--- src/rtl/sram_req_bridge.sv ---
// Valid/ready request bus to single-port SRAM bridge, with in-order responses held in a
// credit-limited FIFO. Define SRAM_REQ_BRIDGE_STATS_EN to add the saturating stat_*_o counters.
module sram_req_bridge #(
    parameter int          ADDR_WIDTH = 12,
    parameter logic [31:0] BASE_ADDR  = 32'h0000_0000,
    parameter int          READ_LAT   = 1,
    parameter int          RSP_DEPTH  = 4
) (
    input  logic                  clk_i,
    input  logic                  rst_i,
    input  logic                  req_valid_i,
    output logic                  req_ready_o,
    input  logic                  req_we_i,
    input  logic [31:0]           req_addr_i,
    input  logic [31:0]           req_wdata_i,
    input  logic [3:0]            req_be_i,
    output logic                  rsp_valid_o,
    input  logic                  rsp_ready_i,
    output logic [31:0]           rsp_rdata_o,
    output logic                  rsp_err_o,
    output logic                  sram_csb_o,
    output logic                  sram_we_o,
    output logic [3:0]            sram_wmask_o,
    output logic [ADDR_WIDTH-1:0] sram_addr_o,
    output logic [31:0]           sram_wdata_o,
    input  logic [31:0]           sram_rdata_i
`ifdef SRAM_REQ_BRIDGE_STATS_EN
    ,
    output logic [15:0]           stat_rd_o,
    output logic [15:0]           stat_wr_o,
    output logic [15:0]           stat_err_o
`endif
);

    localparam int CW = $clog2(RSP_DEPTH + 1);
    localparam int PW = (RSP_DEPTH > 1) ? $clog2(RSP_DEPTH) : 1;
    localparam logic [CW-1:0] DEPTH_C  = CW'(RSP_DEPTH);
    localparam logic [PW-1:0] LAST_PTR = PW'(RSP_DEPTH - 1);

    logic [31:0]           off;
    logic                  addr_err;
    logic [ADDR_WIDTH-1:0] word;
    logic                  fire;
    logic                  push;
    logic                  pop;
    logic                  empty;
    logic [31:0]           push_data;
    logic                  unused_off_bits;

    logic [CW-1:0]         cnt;
    logic [CW-1:0]         fifo_cnt;
    logic [PW-1:0]         wr_ptr;
    logic [PW-1:0]         rd_ptr;
    logic [READ_LAT-1:0]   pipe_valid;
    logic [READ_LAT-1:0]   pipe_read;
    logic [READ_LAT-1:0]   pipe_err;
    logic [31:0]           fifo_data [RSP_DEPTH];
    logic [RSP_DEPTH-1:0]  fifo_err;

    assign off             = req_addr_i - BASE_ADDR;
    assign addr_err        = (req_addr_i[1:0] != 2'b00) || (off[31:ADDR_WIDTH+2] != '0);
    assign word            = off[ADDR_WIDTH+1:2];
    assign unused_off_bits = ^off[1:0];

    // Credits cover everything still owed a response, so the FIFO can never overflow.
    assign req_ready_o = !rst_i && (cnt < DEPTH_C);
    assign fire        = req_valid_i && req_ready_o;

    always_comb begin
        sram_csb_o   = 1'b1;
        sram_we_o    = 1'b1;
        sram_wmask_o = 4'h0;
        sram_addr_o  = '0;
        sram_wdata_o = '0;
        if (fire && !addr_err) begin
            sram_csb_o   = 1'b0;
            sram_we_o    = !req_we_i;
            sram_wmask_o = req_we_i ? req_be_i : 4'hF;
            sram_addr_o  = word;
            sram_wdata_o = req_wdata_i;
        end
    end

    assign push      = pipe_valid[READ_LAT-1];
    assign push_data = (pipe_read[READ_LAT-1] && !pipe_err[READ_LAT-1]) ? sram_rdata_i : '0;
    assign empty     = (fifo_cnt == '0);
    assign pop       = rsp_valid_o && rsp_ready_i;

    assign rsp_valid_o = !empty;
    assign rsp_rdata_o = empty ? '0 : fifo_data[rd_ptr];
    assign rsp_err_o   = !empty && fifo_err[rd_ptr];

    // Error requests ride the pipeline too, so their responses stay in order.
    always_ff @(posedge clk_i or posedge rst_i) begin
        if (rst_i) begin
            pipe_valid <= '0;
            pipe_read  <= '0;
            pipe_err   <= '0;
        end else begin
            pipe_valid[0] <= fire;
            pipe_read[0]  <= !req_we_i;
            pipe_err[0]   <= addr_err;
            for (int i = 1; i < READ_LAT; i++) begin
                pipe_valid[i] <= pipe_valid[i-1];
                pipe_read[i]  <= pipe_read[i-1];
                pipe_err[i]   <= pipe_err[i-1];
            end
        end
    end

    always_ff @(posedge clk_i or posedge rst_i) begin
        if (rst_i) begin
            cnt      <= '0;
            fifo_cnt <= '0;
            wr_ptr   <= '0;
            rd_ptr   <= '0;
        end else begin
            cnt      <= cnt + CW'(fire) - CW'(pop);
            fifo_cnt <= fifo_cnt + CW'(push) - CW'(pop);
            if (push) begin
                wr_ptr <= (wr_ptr == LAST_PTR) ? '0 : wr_ptr + 1'b1;
            end
            if (pop) begin
                rd_ptr <= (rd_ptr == LAST_PTR) ? '0 : rd_ptr + 1'b1;
            end
        end
    end

    // Storage needs no reset: entries are only visible through a non-empty head.
    always_ff @(posedge clk_i) begin
        if (push) begin
            fifo_data[wr_ptr] <= push_data;
            fifo_err[wr_ptr]  <= pipe_err[READ_LAT-1];
        end
    end

    credit_bound: assert property (@(posedge clk_i) disable iff (rst_i) cnt <= DEPTH_C);

`ifdef SRAM_REQ_BRIDGE_STATS_EN
    always_ff @(posedge clk_i or posedge rst_i) begin
        if (rst_i) begin
            stat_rd_o  <= '0;
            stat_wr_o  <= '0;
            stat_err_o <= '0;
        end else if (fire) begin
            if (addr_err) begin
                if (stat_err_o != 16'hFFFF) stat_err_o <= stat_err_o + 16'd1;
            end else if (req_we_i) begin
                if (stat_wr_o != 16'hFFFF) stat_wr_o <= stat_wr_o + 16'd1;
            end else begin
                if (stat_rd_o != 16'hFFFF) stat_rd_o <= stat_rd_o + 16'd1;
            end
        end
    end
`endif

endmodule

--- config.mk ---
export PLATFORM = sky130hd
export DESIGN_NAME = sram_req_bridge
export DESIGN_NICKNAME = d
export VERILOG_FILES = /design/src/rtl/sram_req_bridge.sv
export SDC_FILE = /design/constraint.sdc
export NUM_CORES = 1
export LEC_CHECK = 0
export ABC_AREA = 0
export CORE_MARGIN = 4
export CORE_UTILIZATION = 42
export DETAILED_ROUTE_END_ITERATION = 6
export GPL_ROUTABILITY_DRIVEN = 1
export GPL_TIMING_DRIVEN = 0
export MAX_ROUTING_LAYER = met4
export PLACE_DENSITY = 0.74
export SETUP_SLACK_MARGIN = 0.1
export SLEW_MARGIN = 15
export SYNTH_ARGS = -nofsm -noshare
export SYNTH_HDL_FRONTEND = slang
export SYNTH_SLANG_ARGS = --single-unit
--- constraint.sdc ---
create_clock -name clk_i -period 2.2 [get_ports clk_i]
set_input_delay 0.22 -clock clk_i [delete_from_list [all_inputs] [get_ports clk_i]]
set_output_delay 0.22 -clock clk_i [all_outputs]
set_load 0.05 [all_outputs]
Yosys cells after proc, flatten, opt, wreduce, memory -nomap -nowiden
Memory sizes are Yosys's and may differ from the RTL's.
Cells that the tools add are included.
- flip-flop bits (word level): 17
- memory bits (writable): 128
- output and inout port bits: 85
- memories kept: 1
- memories (name ; words ; width ; rd ports ; clocked after Yosys merged registers in ; wr ports ; RTL line ; source):
    fifo_data ; 4 ; 32 ; 1 ; 0 ; 1 ; 57 ; logic [31:0] fifo_data [RSP_DEPTH];
- $add $sub $neg: 6
- order comparisons: 4
- equal/unequal tests: 2
- muxes and demuxes: 17
- reduce and logical (&&, ||, !) cells: 16
- operators with widths (operator ; count):
    32-bit two-way mux ; 3
    18-bit nonzero test ; 1
    12-bit two-way mux ; 1
    4-bit two-way mux ; 2
    1-bit logical AND ; 7
    3-bit by 1-bit adder with 3-bit output ; 2
    2-bit by 3-bit less-than comparator with 1-bit output, second input constant ; 2
    1-bit two-way mux ; 6
    3-bit by 1-bit subtractor with 3-bit output ; 2
    1-bit zero test ; 5
    2-bit by 1-bit adder with 2-bit output, second input constant ; 2
    4-bit bitwise mux ; 1
    2-bit == test, second input constant ; 2
    2-bit two-way mux ; 2
    3-bit zero test ; 1
    3-bit less-than comparator, second input constant ; 1
    1-bit binary-select mux with 2-bit select ; 1
    1-bit demux with 2-bit select ; 1
    2-bit by 1-bit greater-or-equal comparator with 1-bit output, second input constant ; 1
    2-bit nonzero test ; 1
    1-bit logical OR ; 1

Logic depth before layout (Yosys ltp)
- depth in word-level cells: 5
- mapped depth: 8
- gate-level depth less buffers: 7

Worst setup path before layout
No wires, ideal clock.
- kind: reg2out
- start: register cnt[2]
- end: output port sram_wdata_o[0]
- arrival: 2.252 ns
- required time: 1.980 ns
- path slack: -0.272 ns
- stages on the path, launching flop included: 6
- cell sequence: dfrtp_1 > nor2_1 > and2_1 > clkbuf_1 > clkbuf_1 > and4_1
- longest elaborated chain between the ends: 5
- RTL lines (what ; RTL line ; source):
    start: declaration ; 50 ; logic [CW-1:0] cnt;
    start signal: assignment ; 118 ; cnt <= cnt + CW'(fire) - CW'(pop);
    3-bit less-than comparator ; 66 ; assign req_ready_o = !rst_i && (cnt < DEPTH_C);
    1-bit logical AND ; 66 ;
    named net req_ready_o ; 12 ; output logic req_ready_o,
    1-bit logical AND ; 67 ; assign fire = req_valid_i && req_ready_o;
    named net fire ; 43 ; logic fire;
    1-bit logical AND ; 75 ; if (fire && !addr_err) begin
    32-bit two-way mux ; 75 ;
    end: declaration ; 25 ; output logic [31:0] sram_wdata_o,
The timed path passes the listed nets, and every way through them passes these cells.

Final worst setup path
- start: register rd_ptr[0]
- end: output port rsp_rdata_o[30]
- longest elaborated chain between the ends: 2
- RTL lines (what ; RTL line ; source):
    start: declaration ; 53 ; logic [PW-1:0] rd_ptr;
    start signal: assignment ; 124 ; rd_ptr <= (rd_ptr == LAST_PTR) ? '0 : rd_ptr + 1'b1;
    memory 4 x 32 bit ; n/a ;
    32-bit two-way mux ; 90 ; assign rsp_rdata_o = empty ? '0 : fifo_data[rd_ptr];
    end: declaration ; 19 ; output logic [31:0] rsp_rdata_o,
Every way passes these cells.

==> metrics.md <==
| Metric | Value |
|---|---|
| Outcome | finished clean |
| Clk_skew | 0.00924 ns |
| WS Path Type | flop to output port |
| Max-cap violation count | 0 |
| Cell count after synthesis | 374 |
| Finished Layout Cells | 801 |
| Initial core utilization | 42.7% |
| Core Region | 15100 um^2 |
| Routed vias | 4280 |
| Port buffer count | 189 |
| CP endpoint | rsp_rdata_o[30] |
| Number of global-route vias before repair | 4776 |
| Startpoint types | flop |
| Maximum clock path buffer count | 2 |
| Worst-path cell chain | buf_12, buf_12, mux4_2, and2_4, buf_8 |
| Antenna violations before repair | 0 |
| Slew Limit Fails | 0 |
| Worst skew pair latency | 0.41 ns |
| Detail Route Antenna Nets | 0 |
| RePlAce Congestion | 0.940 |
| Worst-path maximum fanout | 7 |
| Pleak | 0.00391 uW |
| FP Rows | 45 |
| Crit path buffers/inverters | 3 |
| Syn Std Cell Area | 6440 um^2 |
| CP required | 1.98 ns |
| Main synth FF type | edfxtp_1 |
| DRC viols | 0 |
| P&R area growth vs syn | 53.7% |
| Setup crit end kind | output port |
| Largest net degree at the start of global routing | 29 |
| CP top delay family | multiplexers |
| Cells after DPL | 755 |
| Max incr delay on CP | 0.51 ns |
| Reg2reg setup slack | 0.15 ns |
| Crit path time final | 2.17 ns |
| Post-synthesis register bit count | 145 |
| Slew HR | 66.5% |
| RR Startpoint | fifo_cnt[1] |
| Hold Path Class | primary input to asynchronous set/reset pin |
| Syn Nets | 488 |
| IO Pins | 190 |
| Clock root cell | clkbuf_16 |
| Reg2Reg Capture Point | fifo_cnt[2] |
| Sequential area share after synthesis | 66.6% |
| Area after DPL | 8670 um^2 |
| Final WL | 17.2 mm |
| Die Wd | 132 um |
| CTS sink count | 145 |
| Final nets | 714 |
| FFs w/ async S/R, synth | 8.97% |
| Yosys cell types | 28 |
| Final period util | 98.6% |
| Final hold violations | 0 |
| Data arrival time of the worst path | 1.95 ns |
| CTS Hold Bufs | 0 |
| CTS tree | yes |
| Cell area after layout | 9900 um^2 |
| Gr ovfl total | 0 |
| RSZ-0062 raised after global routing | yes |
| Layout cells sized above 1 | 42.1% |
| Critical path depth in cells | 5 |
| Initial DRT Pass Iterations | 6 |
| Slowest CP cell | mux4_2 |
| H-Tree Depth | 4 |
| Number of diodes | 0 |
| Fmax | 461 MHz |
| Pre-CTS WS | -0.854 ns |
| Endpoints failing setup | 0 |
| Actual slew at the worst max-slew pin | 0.501 ns |
| Cell mode on critical path | buf_12 |
| Routed length per placed instance | 21.5 um |
| Reg clk slew, reported paths | 0.06 ns |
| First DRT Iteration DRCs | 244 |
| Total track usage | 20.2% |
| Synth warnings | 0 |
| PwrDens | 1150 nW/um^2 |
| Slack of the critical path | 0.0315 ns |
| Vias per cell | 5.34 |
| CP Launch Point | rd_ptr[0] |
| Avg Cell Area, Syn | 17.2 um^2 |
| Number of buffers created by CTS | 17 |
| Number of enable flip-flop cells after synthesis | 132 |
| Max IR drop VDD | 0.597 mV |
| Die area | 17400 um^2 |
| DP HPWL | 11.7 mm |
| Cells on worst reg2reg path | 8 |
| Die Y | 132 um |
| First-pass GRT wire length | 26.0 mm |
## cell type report
| cell class | instances | area, um^2 |
|---|---|---|
| Buffer | 33 | 342 |
| Clock buffer | 18 | 429 |
| Clock inverter | 14 | 163 |
| Fill cell | 1076 | 5190 |
| Inverter | 7 | 26.3 |
| Multi-Input combinational cell | 190 | 2140 |
| Sequential cell | 145 | 4290 |
| Tap cell | 188 | 235 |
| Timing Repair Buffer | 206 | 2280 |
## timing repair
| item | 4_1_cts | 5_1_grt |
|---|---|---|
| endpoints found under the hold margin | 0 | 0 |
| cloned | 7 | 2 |
| setup buffers | 5 | 1 |
| gates resized for setup | 684 | 58 |
| pin swaps | 16 | 22 |
| setup endpoints to repair | 88 | 83 |
## worst min-delay path by stage
stage,startpoint,cells after the start,slack [ns],endpoint
6_report,rst_i,2,0.23,cnt[2]
5_1_grt,rst_i,2,0.26,rd_ptr[1]
4_1_cts,rst_i,2,0.24,cnt[2]
3_5_place_dp,fifo_cnt[0],1,0.49,fifo_cnt[0]
3_3_place_gp,fifo_cnt[0],1,0.48,fifo_cnt[0]
2_1_floorplan,rst_i,1,0.1,cnt[0]
## state kept, by name, summed over array words and instances, names as in the netlist
register,flops
cnt,3
fifo_cnt,3
rd_ptr,2
pipe_err,1
fifo_err,4
pipe_read,1
fifo_data,128
wr_ptr,2
pipe_valid,1
## kinds of logic after synthesis
group | Yosys count | synth area share, %
simple gates | 133 | 14.8
flops | 145 | 66.6
fa+ha+maj | 9 | 1.98
mux | 35 | 11.9
buf+inv | 40 | 3.16
xor+xnor | 6 | 0.815
compound gates | 6 | 0.854
## through the flow
stage | TNS [ns] | hold WS [ns] | utilization [%] | power, uW
2_1_floorplan | 0 | 0.0970 | - | 6040
3_3_place_gp | -80.35 | 0.482 | 56.9 | 7250
3_5_place_dp | -48.69 | 0.493 | 57.5 | 7350
4_1_cts | 0 | 0.244 | 64.4 | 11300
5_1_grt | -0.413 | 0.265 | 65.6 | 11800
6_report | 0 | 0.226 | 65.6 | 11400
## Yosys cell counts (3+ instances only)
| cell | count | area share (%) |
|---|---|---|
| ha_1 | 7 | 1.4 |
| buf_6 | 5 | 0.87 |
| o2111a_1 | 4 | 0.70 |
| mux4_2 | 33 | 12 |
| buf_4 | 3 | 0.35 |
| and4_1 | 44 | 6.0 |
| nor4_1 | 3 | 0.29 |
| and2_1 | 70 | 6.8 |
| nand2_1 | 3 | 0.17 |
| inv_1 | 7 | 0.41 |
| buf_2 | 4 | 0.31 |
| clkbuf_1 | 21 | 1.2 |
| edfxtp_1 | 132 | 62 |
| xnor2_1 | 5 | 0.68 |
| dfrtp_1 | 13 | 5.0 |
## layout by cell type (no fill, tap or decap), drive strengths merged, types with 2 or more instances in the layout
master and instances:
nand2 3, nand3 2, clkinvlp 4, clkinv 5
nor4 3, buf 122, edfxtp 132, clkdlybuf4s50 97
or2 2, bufinv 3, nor2 4, fa 2
mux2 2, dfrtp 13, xnor2 5, inv 9
o21ai 2, dlygate4sd2 8, clkbuf 30, or4 2
and2 70, and4 44, ha 7, o2111a 4
mux4 33
## routing by layer
metal	up-vias	global-route usage (%)	part of all wire, %
li1	1921	-	-
met2	205	35.6	54
met5	-	-	0
met3	25	5.42	6.8
met1	2129	21.7	37
met4	0	8.11	2.9
## power breakdown
part           internal [uW]  switching (uW)
Sequential              3220             108
Clock                   1780            1090
Combinational           2600            2570
Total                   7590            3770
Note: power is estimated with default switching activity, not from simulation.
